### src/rtl/ex_wb_stage_if.sv
// rtl/ex_wb_stage_if.sv - execute-side inputs and writeback/redirect outputs of ex_wb_stage
interface ex_wb_stage_if #(
    parameter int DATA_W = 32,
    parameter int REG_AW = 6
);
    logic              stall;
    logic              flush;
    logic              ex_valid;
    logic [DATA_W-1:0] ex_result;
    logic [DATA_W-1:0] ex_readData;
    logic              ex_zero;
    logic              ex_neg;
    logic              ex_memToReg;
    logic              ex_regWrite;
    logic              ex_brz;
    logic              ex_brn;
    logic              ex_jump;
    logic [REG_AW-1:0] ex_rd;
    logic [DATA_W-1:0] ex_target;
    logic              wb_we;
    logic [REG_AW-1:0] wb_addr;
    logic [DATA_W-1:0] wb_data;
    logic              pc_redirect;
    logic [DATA_W-1:0] pc_target;
    logic              a_busy;
    logic [REG_AW-1:0] a_rd;

    modport master (
        output stall, flush, ex_valid, ex_result, ex_readData, ex_zero, ex_neg,
               ex_memToReg, ex_regWrite, ex_brz, ex_brn, ex_jump, ex_rd, ex_target,
        input  wb_we, wb_addr, wb_data, pc_redirect, pc_target, a_busy, a_rd
    );

    modport slave (
        input  stall, flush, ex_valid, ex_result, ex_readData, ex_zero, ex_neg,
               ex_memToReg, ex_regWrite, ex_brz, ex_brn, ex_jump, ex_rd, ex_target,
        output wb_we, wb_addr, wb_data, pc_redirect, pc_target, a_busy, a_rd
    );
endinterface

### src/rtl/ex_wb_stage.sv
// rtl/ex_wb_stage.sv - two-stage capture/writeback pipeline with load hold and branch redirect
module ex_wb_stage #(
    parameter int DATA_W = 32,
    parameter int REG_AW = 6
) (
    input logic           clock,
    input logic           resetn,
    ex_wb_stage_if.slave  bus
);
    logic              a_valid, a_mem, a_rw, a_brz, a_brn, a_jump, a_zero, a_neg;
    logic [DATA_W-1:0] a_result, a_target, ld_hold;
    logic [REG_AW-1:0] a_rd_q;
    logic              ld_done;
    logic              b_valid, b_wr;
    logic [REG_AW-1:0] b_addr;
    logic [DATA_W-1:0] b_data, pc_tgt;
    logic              redirect;
    logic              taken, wr_new;
    logic [DATA_W-1:0] a_data;

    always_comb begin
        taken  = a_jump | (a_brz & a_zero) | (a_brn & a_neg);
        wr_new = a_valid & a_rw & (a_rd_q != '0);
        a_data = a_mem ? (ld_done ? ld_hold : bus.ex_readData) : a_result;
    end

    // Stage A: flush wins over stall; load data is latched once so a stall cannot corrupt it.
    always_ff @(posedge clock or negedge resetn) begin
        if (!resetn) begin
            a_valid  <= 1'b0;
            a_mem    <= 1'b0;
            a_rw     <= 1'b0;
            a_brz    <= 1'b0;
            a_brn    <= 1'b0;
            a_jump   <= 1'b0;
            a_zero   <= 1'b0;
            a_neg    <= 1'b0;
            a_result <= '0;
            a_target <= '0;
            a_rd_q   <= '0;
            ld_hold  <= '0;
            ld_done  <= 1'b0;
        end else begin
            if (!bus.stall) begin
                a_valid  <= bus.ex_valid & ~bus.flush;
                a_mem    <= bus.ex_memToReg;
                a_rw     <= bus.ex_regWrite;
                a_brz    <= bus.ex_brz;
                a_brn    <= bus.ex_brn;
                a_jump   <= bus.ex_jump;
                a_zero   <= bus.ex_zero;
                a_neg    <= bus.ex_neg;
                a_result <= bus.ex_result;
                a_target <= bus.ex_target;
                a_rd_q   <= bus.ex_rd;
            end else if (bus.flush) begin
                a_valid <= 1'b0;
            end

            if (!bus.stall || bus.flush) begin
                ld_done <= 1'b0;
            end else if (a_valid && a_mem && !ld_done) begin
                ld_hold <= bus.ex_readData;
                ld_done <= 1'b1;
            end
        end
    end

    // Stage B: a stall drops B so a held write is issued only once; wb_addr/wb_data move only on real writes.
    always_ff @(posedge clock or negedge resetn) begin
        if (!resetn) begin
            b_valid  <= 1'b0;
            b_wr     <= 1'b0;
            b_addr   <= '0;
            b_data   <= '0;
            redirect <= 1'b0;
            pc_tgt   <= '0;
        end else if (!bus.stall) begin
            b_valid  <= a_valid;
            b_wr     <= a_rw & (a_rd_q != '0);
            redirect <= a_valid & taken;
            if (wr_new) begin
                b_addr <= a_rd_q;
                b_data <= a_data;
            end
            if (a_valid && taken) begin
                pc_tgt <= a_target;
            end
        end else begin
            b_valid  <= 1'b0;
            redirect <= 1'b0;
        end
    end

    assign bus.wb_we       = b_valid & b_wr;
    assign bus.wb_addr     = b_addr;
    assign bus.wb_data     = b_data;
    assign bus.pc_redirect = redirect;
    assign bus.pc_target   = pc_tgt;
    assign bus.a_busy      = a_valid;
    assign bus.a_rd        = a_rd_q;
endmodule

### src/flat_wrapper.sv
// flat-port wrapper written by rule: the top's interface ports become plain ports
module ex_wb_stage_flat 
#(
    parameter int DATA_W = 32,
    parameter int REG_AW = 6
)
  (clock, resetn, bus_stall, bus_flush, bus_ex_valid, bus_ex_result, bus_ex_readData, bus_ex_zero, bus_ex_neg, bus_ex_memToReg, bus_ex_regWrite, bus_ex_brz, bus_ex_brn, bus_ex_jump, bus_ex_rd, bus_ex_target, bus_wb_we, bus_wb_addr, bus_wb_data, bus_pc_redirect, bus_pc_target, bus_a_busy, bus_a_rd);
  ex_wb_stage_if #(.DATA_W(DATA_W), .REG_AW(REG_AW)) bus_i ();
  input logic clock;
  input logic resetn;
  input wire logic [$bits(bus_i.stall)-1:0] bus_stall;
  input wire logic [$bits(bus_i.flush)-1:0] bus_flush;
  input wire logic [$bits(bus_i.ex_valid)-1:0] bus_ex_valid;
  input wire logic [$bits(bus_i.ex_result)-1:0] bus_ex_result;
  input wire logic [$bits(bus_i.ex_readData)-1:0] bus_ex_readData;
  input wire logic [$bits(bus_i.ex_zero)-1:0] bus_ex_zero;
  input wire logic [$bits(bus_i.ex_neg)-1:0] bus_ex_neg;
  input wire logic [$bits(bus_i.ex_memToReg)-1:0] bus_ex_memToReg;
  input wire logic [$bits(bus_i.ex_regWrite)-1:0] bus_ex_regWrite;
  input wire logic [$bits(bus_i.ex_brz)-1:0] bus_ex_brz;
  input wire logic [$bits(bus_i.ex_brn)-1:0] bus_ex_brn;
  input wire logic [$bits(bus_i.ex_jump)-1:0] bus_ex_jump;
  input wire logic [$bits(bus_i.ex_rd)-1:0] bus_ex_rd;
  input wire logic [$bits(bus_i.ex_target)-1:0] bus_ex_target;
  output wire logic [$bits(bus_i.wb_we)-1:0] bus_wb_we;
  output wire logic [$bits(bus_i.wb_addr)-1:0] bus_wb_addr;
  output wire logic [$bits(bus_i.wb_data)-1:0] bus_wb_data;
  output wire logic [$bits(bus_i.pc_redirect)-1:0] bus_pc_redirect;
  output wire logic [$bits(bus_i.pc_target)-1:0] bus_pc_target;
  output wire logic [$bits(bus_i.a_busy)-1:0] bus_a_busy;
  output wire logic [$bits(bus_i.a_rd)-1:0] bus_a_rd;
  assign bus_i.stall = bus_stall;
  assign bus_i.flush = bus_flush;
  assign bus_i.ex_valid = bus_ex_valid;
  assign bus_i.ex_result = bus_ex_result;
  assign bus_i.ex_readData = bus_ex_readData;
  assign bus_i.ex_zero = bus_ex_zero;
  assign bus_i.ex_neg = bus_ex_neg;
  assign bus_i.ex_memToReg = bus_ex_memToReg;
  assign bus_i.ex_regWrite = bus_ex_regWrite;
  assign bus_i.ex_brz = bus_ex_brz;
  assign bus_i.ex_brn = bus_ex_brn;
  assign bus_i.ex_jump = bus_ex_jump;
  assign bus_i.ex_rd = bus_ex_rd;
  assign bus_i.ex_target = bus_ex_target;
  assign bus_wb_we = bus_i.wb_we;
  assign bus_wb_addr = bus_i.wb_addr;
  assign bus_wb_data = bus_i.wb_data;
  assign bus_pc_redirect = bus_i.pc_redirect;
  assign bus_pc_target = bus_i.pc_target;
  assign bus_a_busy = bus_i.a_busy;
  assign bus_a_rd = bus_i.a_rd;
  ex_wb_stage #(.DATA_W(DATA_W), .REG_AW(REG_AW)) u_core (.clock(clock), .resetn(resetn), .bus(bus_i));
endmodule
### config.mk
export PLATFORM = sky130hd
export DESIGN_NAME = ex_wb_stage_flat
export DESIGN_NICKNAME = d
export VERILOG_FILES = /design/src/rtl/ex_wb_stage_if.sv /design/src/rtl/ex_wb_stage.sv /design/src/flat_wrapper.sv
export SDC_FILE = /design/constraint.sdc
export NUM_CORES = 1
export LEC_CHECK = 0
export ABC_AREA = 1
export CAP_MARGIN = 0
export CORE_UTILIZATION = 49
export CTS_BUF_LIST = sky130_fd_sc_hd__clkbuf_16
export DETAILED_ROUTE_END_ITERATION = 8
export PLACE_DENSITY = 0.85
export SYNTH_ARGS = -nofsm -noshare
export SYNTH_HDL_FRONTEND = slang
export SYNTH_SLANG_ARGS = --single-unit
### constraint.sdc
create_clock -name clock -period 1.5 [get_ports clock]
set_clock_uncertainty 0.1 [all_clocks]
set_input_delay 0.3 -clock clock [delete_from_list [all_inputs] [get_ports clock]]
set_output_delay 0.3 -clock clock [all_outputs]
set_load 0.01 [all_outputs]
==> metrics.txt <==
final non-filler cell total 1,255; register area 4610 sq um; Final Hold Vio Count 0; Vias per Instance 5.05; DRT Pass-1 Iters 7; hold path start bus_stall; vias in the first global route 5,997; FF+latch count, synth 184; clock slew at reported path FFs 70 ps; CTS root buf clkbuf_16; max cap viols 0; first-pass GRT wire length 29.6 mm; CTS max path bufs 2; DR vias ~6.3k; Die Width about 130 microns; largest area contributor in the netlist dfrtp_1; Gate Count Post-Synth 858; number of distinct library cells after synthesis 18; P&R area growth vs syn 37.7%; Cell Area, Synth about 7600 sq um; Critical Path Stages 1; Starting Density 0.501; status finished clean; CP startpoint kind flip-flop; Core Area 15,200 sq um; fillcell total 1,134; Total Power 13.9 mW; Skew-Pair Late Insertion Delay 420 ps; grt ovf 0; synth top area cells dfrtp_1 (60%), nand2_1 (16%), o21ai_0 (7.4%); Worst slew margin 0.713; CP max FO 2; multi-input logic area ~2400 sq um; Setup Viol. Count Final 0; fin crit share 0.979; CTS Sinks 184; Seq/Total Area, Yosys 0.604; min cycle time layout 1470 ps; Final Core Density 0.690; Worst Hold Depth 3; reg2reg start u_core.bus.a_busy$_DFFE_PN0N_; reg-to-reg setup timing slack 50 ps; Port Buffers roughly 190; WL per Instance 14.9 microns; total track usage 0.237; Synth Area per Inst 8.88 sq um; Leak just over 5 nW; Die Span Y 127 microns; Buffers & Inverters on Critical Path 1; CTS HTree Levels 4; reg2reg end u_core.bus.pc_target[1]$_DFFE_PN0P_; Final WS setup 31.0 ps; pwr dens 1320 nW/um^2; I/O pin count 193; WS Path Type flip-flop to output pin; antenna violations before repair 0; max incr delay on CP 410 ps; dpl hpwl around 12 mm; CP required 1100 ps; Hold Path Class input pin to flip-flop; DP Area 9830 sq um; syn nets between 900 and 1k; routed wire length 18.7 mm; R2R depth 7; CP Cell Sequence clkdlybuf4s15_1; Ys Warns 0; # DRC 0; DRT iter0 DRCs 441; setup_tns 0 ps; post-route design area ~10,000 sq um; CP arrival between 1000 and 1500 ps; CTS tree built; Final #Nets about 1.2k; Die ar. 16,000 sq um; Worst-Margin Slew 431 ps; CP max stage cell dfrtp_1; Placer Congestion 0.791; VDD IR max 0.000807 V; CTS buffer count 17; largest net degree at the start of global routing 70; layout cells sized above 1 0.112; Synth top area share 0.604; placed insts 1,213; Setup WS pre-CTS -169 ps; fmax about 0.7 GHz; antenna cell count 0; CP endpoint kind output pin; row count 45; max-slew violations 0; delay-heaviest family, CP flip-flops; hold endpoint u_core.b_valid$_DFF_PN0_; WHS 204 ps; Routed Antenna Nets 0
==> kinds of logic (layout without fill, tap and decap cells) <==
family / Yosys count / after routing / synth area share
AND/OR/NAND/NOR: 372 / 372 / 0.193
flip-flops: 184 / 184 / 0.604
buffers and inverters: 128 / 337 / 0.0815
AO/OA/AOI/OAI: 174 / 174 / 0.121
==> state kept, by name, indices dropped and copies added (netlist names), 6 cells and up <==
register	cells
u_core.bus.a_rd	6
u_core.bus.pc_target	32
u_core.bus.wb_addr	6
u_core.bus.wb_data	32
u_core.ld_hold	32
u_core.a_result	32
u_core.a_target	32
==> cells in the mapped netlist <==
cell type / n
nand3_1: 34
buf_2: 14
o21ai_2: 14
o21ai_1: 46
nand3_2: 1
nor2_1: 3
inv_1: 73
buf_6: 13
a21oi_1: 2
clkbuf_1: 20
nor2_4: 2
inv_4: 1
inv_2: 1
o21ai_0: 112
buf_4: 6
nand4_2: 1
nand2_1: 331
dfrtp_1: 184
==> final cells by class <==
class	instances	area share
timing repair buffer	230	0.221
multi-input combinational	546	0.233
sequential	184	0.439
clock buffer	17	0.0406
clock inverter	15	0.0169
tap	188	0.0224
inverter	75	0.0271
==> where the power goes <==
part / total (mW) / leakage (nW) / switching (mW) / internal, mW
Clock: 4.52 / 0.290 / 1.89 / 2.63
Sequential: 6.43 / 2.31 / 0.545 / 5.89
Combinational: 2.92 / 2.59 / 1.45 / 1.46
==> layout by cell type (no fill, tap or decap), drive strengths merged, types with 5 or more instances in the layout <==
cell / count
nand2: 331
dfrtp: 184
o21ai: 172
clkdlybuf4s50: 111
inv: 77
clkdlybuf4s15: 55
buf: 43
clkbuf: 36
nand3: 35
clkinv: 8
nor2: 5
==> routing by layer <==
layer	global-route usage	up-vias	part of all wire
li1	-	3089	-
met1	0.313	2977	0.43
met2	0.392	254	0.49
met3	0.0548	19	0.073
met4	0.0735	0	0.012
met5	0	-	0
==> worst max path at each step <==
| stage | start | slack (ps) | end |
|---|---|---|---|
| floorplan | u_core.bus.a_busy$_DFFE_PN0N_ | 170 | u_core.bus.wb_data[18]$_DFFE_PN0P_ |
| global placement | bus_flush | -130 | u_core.ld_hold[11]$_DFFE_PN0P_ |
| detailed placement | bus_flush | -170 | u_core.ld_hold[30]$_DFFE_PN0P_ |
| CTS | u_core.bus.wb_data[12]$_DFFE_PN0P_ | 0.9 | bus_wb_data[12] |
| global route | u_core.bus.pc_target[31]$_DFFE_PN0P_ | -0.2 | bus_pc_target[31] |
| finish | u_core.bus.wb_data[21]$_DFFE_PN0P_ | 30 | bus_wb_data[21] |
==> what timing repair did <==
action | in CTS | in global routing
hold endpoints to repair | 138 | 0
gates cloned | 0 | 2
buffers inserted | 7 | 1
hold buffers | 1 | 0
gates resized for setup | 160 | 41
endpoints found under the setup margin | 119 | 93
pin swaps | 0 | 0
(Power assumes the default switching activity.)
